[config.mk]
export PLATFORM = sky130hd
export DESIGN_NAME = cic_dec_param
export DESIGN_NICKNAME = d
export VERILOG_FILES = /design/src/rtl/cic_dec_param.sv
export SDC_FILE = /design/constraint.sdc
export NUM_CORES = 1
export LEC_CHECK = 0
export BUFFER_PORTS_ARGS = -buffer_cell sky130_fd_sc_hd__buf_4
export CORE_MARGIN = 2
export CORE_UTILIZATION = 53
export CTS_CLUSTER_DIAMETER = 50
export DETAILED_ROUTE_END_ITERATION = 16
export GPL_TIMING_DRIVEN = 0
export PLACE_DENSITY = 0.69
export SYNTH_ARGS = -nofsm -noshare
export SYNTH_HDL_FRONTEND = slang
export SYNTH_HIERARCHICAL = 1
export SYNTH_SLANG_ARGS = --single-unit
[constraint.sdc]
create_clock -name clki -period 11.3 [get_ports clki]
set_input_delay 0.565 -clock clki [delete_from_list [all_inputs] [get_ports clki]]
set_output_delay 0.565 -clock clki [all_outputs]
set_load 0.02 [all_outputs]
[src/rtl/cic_dec_param.sv]
// cic_dec_param: N-stage CIC decimator with run-time power-of-two ratio.
//
// The filter runs N integrators at the input rate and N combs at the
// decimated rate. A rounding arithmetic shift removes the R^N DC gain, so a
// constant input x settles to dout = x.
//
// Ports:
//   clki     - sole clock; all state changes on its rising edge
//   rst      - synchronous active-high reset
//   mode     - input format: 0 = signed PCM, 1 = ternary sigma-delta in din[1:0]
//   dec_sel  - decimation select; ratio R = 2^sel, clamped to LOG2_RMAX
//   din      - input sample (IW bits)
//   din_vld  - din is accepted this cycle
//   dout     - signed, normalised decimated sample (OW bits); holds between outputs
//   dout_vld - one-cycle strobe that marks a new dout
//
// Timing: for a decimation event in cycle T, dout_vld is high in cycle T+N+2.
// A change of the effective sel or of mode flushes the filter in the
// following cycle. The first N events after reset or flush only fill the
// comb history and produce no output.

// One comb stage with differential delay 1. The delay and output registers
// advance only when the stage input is valid.
module cic_comb_stage #(
  parameter int BW = 40
) (
  input  logic          clki,
  input  logic          rst,
  input  logic          clr,
  input  logic          in_vld,
  input  logic [BW-1:0] din,
  output logic [BW-1:0] dout
);
  logic [BW-1:0] dly_q, dly_d;
  logic [BW-1:0] out_q, out_d;

  always_comb begin
    dly_d = dly_q;
    out_d = out_q;
    if (clr) begin
      dly_d = '0;
      out_d = '0;
    end else if (in_vld) begin
      out_d = din - dly_q;
      dly_d = din;
    end
  end

  always_ff @(posedge clki) begin
    if (rst) begin
      dly_q <= '0;
      out_q <= '0;
    end else begin
      dly_q <= dly_d;
      out_q <= out_d;
    end
  end

  assign dout = out_q;
endmodule

module cic_dec_param #(
  parameter int N         = 3,
  parameter int IW        = 16,
  parameter int LOG2_RMAX = 8,
  parameter int OW        = 17
) (
  input  logic                             clki,
  input  logic                             rst,
  input  logic                             mode,
  input  logic [$clog2(LOG2_RMAX+1)-1:0]   dec_sel,
  input  logic [IW-1:0]                    din,
  input  logic                             din_vld,
  output logic [OW-1:0]                    dout,
  output logic                             dout_vld
);
  localparam int SW  = $clog2(LOG2_RMAX + 1);
  localparam int BW  = IW + N * LOG2_RMAX;
  localparam int SHW = $clog2(N * LOG2_RMAX + 1);
  localparam int WW  = $clog2(N + 1);
  localparam logic [SW-1:0] SEL_MAX = SW'(LOG2_RMAX);
  localparam logic [WW-1:0] N_W     = WW'(N);

  // Configuration registers and flush request
  logic [SW-1:0] sel_eff;
  logic [SW-1:0] sel_q, sel_d;
  logic          mode_q, mode_d;
  logic          flush_q, flush_d;

  always_comb begin
    sel_eff = (dec_sel > SEL_MAX) ? SEL_MAX : dec_sel;
    sel_d   = sel_eff;
    mode_d  = mode;
    flush_d = (sel_eff != sel_q) || (mode != mode_q);
  end

  // Input mapping. A sample arriving in the flush cycle is dropped.
  logic [BW-1:0] x_ext;
  logic          accept;

  always_comb begin
    x_ext = '0;
    if (!mode_q) begin
      x_ext = BW'($signed(din));
    end else begin
      case (din[1:0])
        2'b11:   x_ext = BW'(1);
        2'b00:   x_ext = '1;
        default: x_ext = '0;
      endcase
    end
    accept = din_vld && !flush_q;
  end

  // Integrators. Each stage adds the freshly updated value of the stage
  // before it, so the last stage already holds this sample's contribution.
  logic [N-1:0][BW-1:0] integ_q, integ_d;

  always_comb begin : integ_c
    logic [BW-1:0] acc;
    acc     = x_ext;
    integ_d = integ_q;
    for (int k = 0; k < N; k++) begin
      acc = integ_q[k] + acc;
      if (accept) integ_d[k] = acc;
    end
    if (flush_q) integ_d = '0;
  end

  // Decimation counter. The terminal count is R-1, built as a bit mask.
  logic [LOG2_RMAX-1:0] cnt_q, cnt_d, cnt_max;
  logic                 evt;
  logic [BW-1:0]        dec_q, dec_d;

  always_comb begin
    for (int i = 0; i < LOG2_RMAX; i++) cnt_max[i] = (SW'(i) < sel_q);
    evt   = accept && (cnt_q == cnt_max);
    cnt_d = cnt_q;
    dec_d = dec_q;
    if (flush_q) begin
      cnt_d = '0;
      dec_d = '0;
    end else if (accept) begin
      cnt_d = evt ? '0 : cnt_q + 1'b1;
      if (evt) dec_d = integ_d[N-1];
    end
  end

  // Valid shift register. Bit 0 marks a new decimated sample and bit k+1
  // marks a new output of comb stage k.
  logic [N:0] vld_pipe_q, vld_pipe_d;

  always_comb begin
    vld_pipe_d = flush_q ? '0 : {vld_pipe_q[N-1:0], evt};
  end

  // Comb chain
  logic [BW-1:0] stg [N+1];
  assign stg[0] = dec_q;

  for (genvar k = 0; k < N; k++) begin : g_comb
    cic_comb_stage #(.BW(BW)) u_comb (
      .clki   (clki),
      .rst    (rst),
      .clr    (flush_q),
      .in_vld (vld_pipe_q[k]),
      .din    (stg[k]),
      .dout   (stg[k+1])
    );
  end

  // Normalisation: round half up, then arithmetic shift by N*sel
  logic [SHW-1:0]       sh;
  logic [BW-1:0]        sum;
  logic signed [BW-1:0] norm;

  always_comb begin
    sh   = SHW'(N) * SHW'(sel_q);
    sum  = stg[N];
    norm = $signed(stg[N]);
    if (sh != '0) begin
      sum  = stg[N] + (BW'(1) << (sh - SHW'(1)));
      norm = $signed(sum) >>> sh;
    end
  end

  // Output stage with warm-up suppression
  logic [WW-1:0] warm_q, warm_d;
  logic [OW-1:0] dout_q, dout_d;
  logic          dout_vld_q, dout_vld_d;

  always_comb begin
    warm_d     = warm_q;
    dout_d     = dout_q;
    dout_vld_d = 1'b0;
    if (flush_q) begin
      warm_d = '0;
    end else if (vld_pipe_q[N]) begin
      if (warm_q < N_W) begin
        warm_d = warm_q + 1'b1;
      end else begin
        dout_d     = OW'(norm);
        dout_vld_d = 1'b1;
      end
    end
  end

  always_ff @(posedge clki) begin
    if (rst) begin
      // Configuration loads without a flush, so the filter starts clean
      sel_q      <= sel_eff;
      mode_q     <= mode;
      flush_q    <= 1'b0;
      integ_q    <= '0;
      cnt_q      <= '0;
      dec_q      <= '0;
      vld_pipe_q <= '0;
      warm_q     <= '0;
      dout_q     <= '0;
      dout_vld_q <= 1'b0;
    end else begin
      sel_q      <= sel_d;
      mode_q     <= mode_d;
      flush_q    <= flush_d;
      integ_q    <= integ_d;
      cnt_q      <= cnt_d;
      dec_q      <= dec_d;
      vld_pipe_q <= vld_pipe_d;
      warm_q     <= warm_d;
      dout_q     <= dout_d;
      dout_vld_q <= dout_vld_d;
    end
  end

  assign dout     = dout_q;
  assign dout_vld = dout_vld_q;
endmodule

==> flow_metrics.tcl, run 1 <==
set metrics [dict create \
    post_cts_buffers 0 \
    relSlewSlack 0.184 \
    synth.avg_cell_area_um2 7.93 \
    wire_per_inst_um 19.1 \
    io-pin-count 42 \
    synth.most_common_cell "nor2_1" \
    yosys_warnings 6 \
    antenna_left 0 \
    period_share 0.870 \
    drt_iter0_drc 2399 \
    finalSetupTns_ns 0 \
    synthAdderAreaFrac 0.111 \
    diodes 0 \
    synth_simple_gate_area_frac 0.181 \
    crit_type "flop to flop" \
    worst-path-max-fanout 10 \
    synth.mux.area_fraction 0.0996 \
    gp_congestion 0.997 \
    yosys.area.top_type "dfxtp_1" \
    clock_power_share 0.447 \
    drt_pass1_iterations 8 \
    grt_pass1_wl_mm 157 \
    synth_top_family_by_area "compound AO/OA/AOI/OAI gates" \
    routed_wl_mm 99.3 \
    synthFlopType "dfxtp_1" \
    p_leak_nw 15.3 \
    layout-drive-gt1-share 0.0627 \
    synth_xor_area_frac 0.0648 \
    synth_area_leaders "dfxtp_1 26%, ha_1 11%, mux2i_1 9.1%" \
    clock_sinks 438 \
    crit_slowest_cell "a2111oi_0" \
    htreeDepth 3 \
    syn-cell-area_um2 33400 \
    clk_latency_ns 0.61 \
    seqPwrFrac 0.353 \
    gr-total-overflow 0 \
    syn_nets 4527 \
    combPwrFrac 0.200 \
    hold_buffers 0 \
    clk_pin_slew_ns 0.06 \
    cts.repair.resized 0 \
    ir_worst_vdd_mv 0.113 \
    r2r_cells 38 \
    internal_power_mw 3.12 \
    antenna_found_initial 1 \
    setup_violations 0 \
    ys_seq_area_frac 0.263 \
    synth-edff-count 0 \
    synth_compound_area_frac 0.227 \
    core_um2 61900 \
    cp.arrival_ns 10.34 \
    startpoint_type "flop" \
    powerDensity_nw_per_um2 123 \
    finClkSkew_ns 0.0344 \
    cts_tree "yes" \
    routed_via_density 5.98 \
    first_global_vias 29200 \
    num_rows 91 \
    wl_met1_mm 43.9 \
    placed_cells 5090 \
    grt_max_degree 14 \
    cts-root-buf "clkbuf_16" \
    cts_buffers 66 \
    max_freq_ghz 0.102 \
    hold_depth 1 \
    required_ns 11.82 \
    total_power_mw 4.54 \
    topRoutingLayerUsed "met5" \
    die_x_um 255 \
    cp-end-kind "flop" \
    dieArea_um2 65000 \
    synth_cell_types 90 \
    synthToLayoutAreaGrowth_pct 10.7 \
    stdcell_count 5205 \
    wl_met3_mm 5.09 \
    switchingPower_mw 1.42 \
    hp-class "primary input to flop" \
    ys_seq_elements 438 \
    dpl.hpwl_mm 77.5 \
    cts_buffer_depth 3 \
    netlist_instances 4211 \
    switching_share 0.312 \
    tightest_slew_ns 1.22 \
    synthArstFlopShare 0 \
    rsz0062_at_grt "no" \
    route.vias.total 31100 \
    fin_crit_ns 9.83 \
    layout.nets 4637 \
    max_stage_delay_ns 0.75 \
    outcome "complete, no violations" \
    place.port_buffers 40 \
    place_ws_ns 1.71 \
    yosys.area.top_type_share 0.263 \
    gr-usage-all-layers 0.300 \
    slew_viol_final 0 \
    hold_viol_final 0 \
    r2r_slack_ns 1.47 \
    met2_length_mm 47.0 \
    die_h_um 255 \
    drv_cap 0 \
    drc_errors 0 \
    fin_ws_ns 1.47 \
    yosys-top-cells-count "551 x nor2_1, 438 x dfxtp_1, 348 x a21oi_1" \
    initial_core_util 0.539 \
]
area by class of cell:
class	count	area, µm²
buffer	206	923
clock buffer	79	1790
clock inverter	36	407
fill	5851	25000
inverter	225	845
multi-input combinational	3342	22900
sequential	438	8770
tap	837	1050
timing repair buffer	42	323
stage by stage:
stage	util	hold slack, ns	area (µm²)
after global placement	0.561	0.446	34700
final	0.597	0.0858	37000
after global routing	0.597	0.0557	37000
after CTS	0.597	0.0542	37000
after floorplan	-	0.442	33400
after detailed placement	0.561	0.459	34800
registers in the layout, summed over array words and instances (netlist names), 4 cells and up:
signal               cells
dout                    17
g_comb.u_comb/dout     120
vld_pipe_q               4
integ_q                120
cnt_q                    8
dec_q                   40
sel_q                    4
g_comb.u_comb/dly_q    120
path summary, 6_finish.rpt:
path                            startpoint         to
worst max register to register      mode_q  dec_q[39]
worst max-delay path                mode_q  dec_q[39]
worst min register to register     dout[5]    dout[5]
worst min-delay path                  mode     mode_q
layout by cell type, fill, tap and decap left out, types with 14 or more instances in the layout:
cell type	instances
nor2_1	551
dfxtp_1	438
a21oi_1	348
nand2_1	319
mux2i_1	303
ha_1	284
inv_1	225
o21ai_0	170
xnor2_1	165
clkbuf_1	144
a21o_1	116
nand3_1	85
xor2_1	82
nor3_1	78
a211oi_1	67
clkbuf_16	66
nand4_1	65
o21bai_1	51
o211ai_1	48
buf_4	44
o21a_1	43
nor2b_1	36
a31oi_1	35
and2_1	33
nand2b_1	29
o31ai_1	28
o22ai_1	28
buf_1	27
or3_1	25
and3_1	23
buf_2	21
a22oi_1	20
o21ai_1	16
and4_1	15
buf_6	15
or2_2	14
nor4_1	14
cells by family after synthesis:
family,after synthesis
AO/OA/AOI/OAI,1149
XOR/XNOR,247
adder cells (fa/ha/maj),292
buffers and inverters,431
flip-flops,438
multiplexers,322
AND/OR/NAND/NOR,1332
routing by layer:
layer  track usage  vias up
li1              -    15400
met1         0.382    14600
met2         0.518      869
met3        0.0409      186
met4         0.106        2
met5             0        -
worst max-delay path: cells and delay by family (launching register included):
family / cells / cell delay (ns)
buffers and inverters: 3 / 1.15
DFF: 1 / 0.31
xor gates and xnor gates: 5 / 0.77
adders and majority gates: 4 / 1.37
AOI/OAI and AO/OA: 19 / 5.01
and+or+nand+nor: 7 / 1.14
power groups by stage:
stage               sequential [mW]  clock, mW  combinational, mW
global placement               1.63          0              0.880
finish                         1.60       2.03              0.910
global route                   1.60       2.13              0.986
CTS                            1.60       2.07              0.890
floorplan                      1.62          0              0.652
detailed placement             1.63          0              0.883
(Power assumes the default switching activity.)
==> run 2, diff against run 1 <==
--- a/config.mk
+++ b/config.mk
@@ -8,6 +8,7 @@
 export BUFFER_PORTS_ARGS = -buffer_cell sky130_fd_sc_hd__buf_4
 export CORE_MARGIN = 2
 export CORE_UTILIZATION = 53
+export CTS_BUF_LIST = sky130_fd_sc_hd__clkbuf_16
 export CTS_CLUSTER_DIAMETER = 50
 export DETAILED_ROUTE_END_ITERATION = 16
 export GPL_TIMING_DRIVEN = 0
==> run 2 against run 1 <==
- setup slack improved by 0.012 ns
- global-route usage about the same
- routed wire length is 0.14% lower
- core utilization decreased by 0.15 points
==> flow_metrics.tcl, run 2 (synthesis results as in run 1) <==
set metrics [dict create \
    max_stage_delay_ns 0.73 \
    worst-path-max-fanout 10 \
    period_share 0.869 \
    die_h_um 255 \
    clk_pin_slew_ns 0.06 \
    first_global_vias 29200 \
    postPlaceCellArea_um2 34800 \
    powerDensity_nw_per_um2 121 \
    switching_share 0.316 \
    clock_sinks 438 \
    finalSetupTns_ns 0 \
    hp-class "primary input to flop" \
    required_ns 11.82 \
    grt_pass1_wl_mm 157 \
    crit_slowest_cell "a2111oi_0" \
    cp-end-kind "flop" \
    die_x_um 255 \
    layout-drive-gt1-share 0.0607 \
    setup_violations 0 \
    drv_cap 0 \
    seqPwrFrac 0.358 \
    clock_power_share 0.439 \
    diodes 0 \
    grt_max_degree 14 \
    gr-total-overflow 0 \
    routed_via_density 5.97 \
    switchingPower_mw 1.41 \
    initial_core_util 0.539 \
    fin_area_um2 36900 \
    ff_latch_area_um2 8770 \
    hold_viol_final 0 \
    cts_buffer_depth 3 \
    slew_viol_final 0 \
    startpoint_type "flop" \
    fin_crit_ns 9.82 \
    crit_type "flop to flop" \
    post_cts_buffers 0 \
    route.vias.total 31100 \
    io-pin-count 42 \
    htreeDepth 3 \
    clk_latency_ns 0.61 \
    outcome "complete, no violations" \
    drc_errors 0 \
    antenna_left 0 \
    synthToLayoutAreaGrowth_pct 10.4 \
    p_leak_nw 15.3 \
    drt_pass1_iterations 7 \
    final_cell_mix "551 x nor2_1, 438 x dfxtp_1, 348 x a21oi_1" \
    internal_power_mw 3.06 \
    rsz0062_at_grt "no" \
    gr-usage-all-layers 0.300 \
    tightest_slew_ns 1.33 \
    placed_cells 5090 \
    cts_buffers 66 \
    total_power_mw 4.47 \
    dpl.hpwl_mm 77.5 \
    routed_wl_mm 99.2 \
    core_um2 61900 \
    wire_per_inst_um 19.1 \
    gp_congestion 0.997 \
    cts.repair.resized 0 \
    place.port_buffers 40 \
    dieArea_um2 65000 \
    cp.arrival_ns 10.33 \
    multi_input_area_um2 22900 \
    stdcell_count 5205 \
    num_rows 91 \
    antenna_found_initial 1 \
    cts-root-buf "clkbuf_16" \
    finClkSkew_ns 0.0342 \
    max_freq_ghz 0.102 \
    cts_tree "yes" \
    nFillCells 5872 \
    layout_commonest_cell "nor2_1" \
    layout.nets 4637 \
    combPwrFrac 0.203 \
    ir_worst_vdd_mv 0.113 \
    hold_buffers 0 \
    relSlewSlack 0.114 \
    drt_iter0_drc 2381 \
]
[run 2: cell count changes in the layout (fill, tap and decap cells not counted), sizes merged]
cell / change
inv: +4
clkbuf: -13
clkinv: +9
[run 2: final cells by class]
| type | instances | share of cell area |
|---|---|---|
| inverters | 225 | 0.0229 |
| multi-input cells | 3342 | 0.620 |
| flip-flops and latches | 438 | 0.238 |
| well taps | 837 | 0.0284 |
| clock buffers | 66 | 0.0448 |
| plain buffers | 206 | 0.0250 |
| repair buffers | 42 | 0.00876 |
| clock inverters | 49 | 0.0124 |
[run 2: stage by stage]
stage               utilization  hold WS (ns)  worst slack [ns]
detailed placement        0.561         0.459              1.71
floorplan                     -         0.442              3.07
global placement          0.561         0.446             0.455
global route              0.595        0.0617             0.764
CTS                       0.595        0.0529              1.67
finish                    0.595        0.0844              1.48
[run 2: routing by layer]
layer	track usage	wire length, µm	up-vias	share of wire
met1	0.383	43800	14600	0.44
li1	-	-	15400	-
met5	0	12	-	0.00012
met4	0.106	3190	2	0.032
met2	0.518	47200	854	0.48
met3	0.0401	4970	177	0.050
[run 2: worst paths after layout]
path                 from   endpoint  slack, ns  cells after the start
hold / removal       mode     mode_q       0.08                      1
setup / recovery   mode_q  dec_q[39]       1.48                     38
hold reg to reg   dout[5]    dout[5]       0.47                      2
setup reg to reg   mode_q  dec_q[39]       1.48                     38
[run 2: worst max-delay path: cells and delay by family (launching register included)]
kind            cells  cell delay [ns]
buf+inv             3             1.15
xor+xnor            5             0.68
compound gates     19             4.99
fa+ha+maj           4             1.37
flops               1             0.31
simple gates        7             1.22
[run 2: power by group through the flow]
stage	registers [mW]	logic, mW	clock network (mW)
floorplan	1.62	0.652	0
global placement	1.63	0.880	0
detailed placement	1.63	0.883	0
CTS	1.60	0.890	2.00
global route	1.60	0.986	2.07
finish	1.60	0.909	1.96
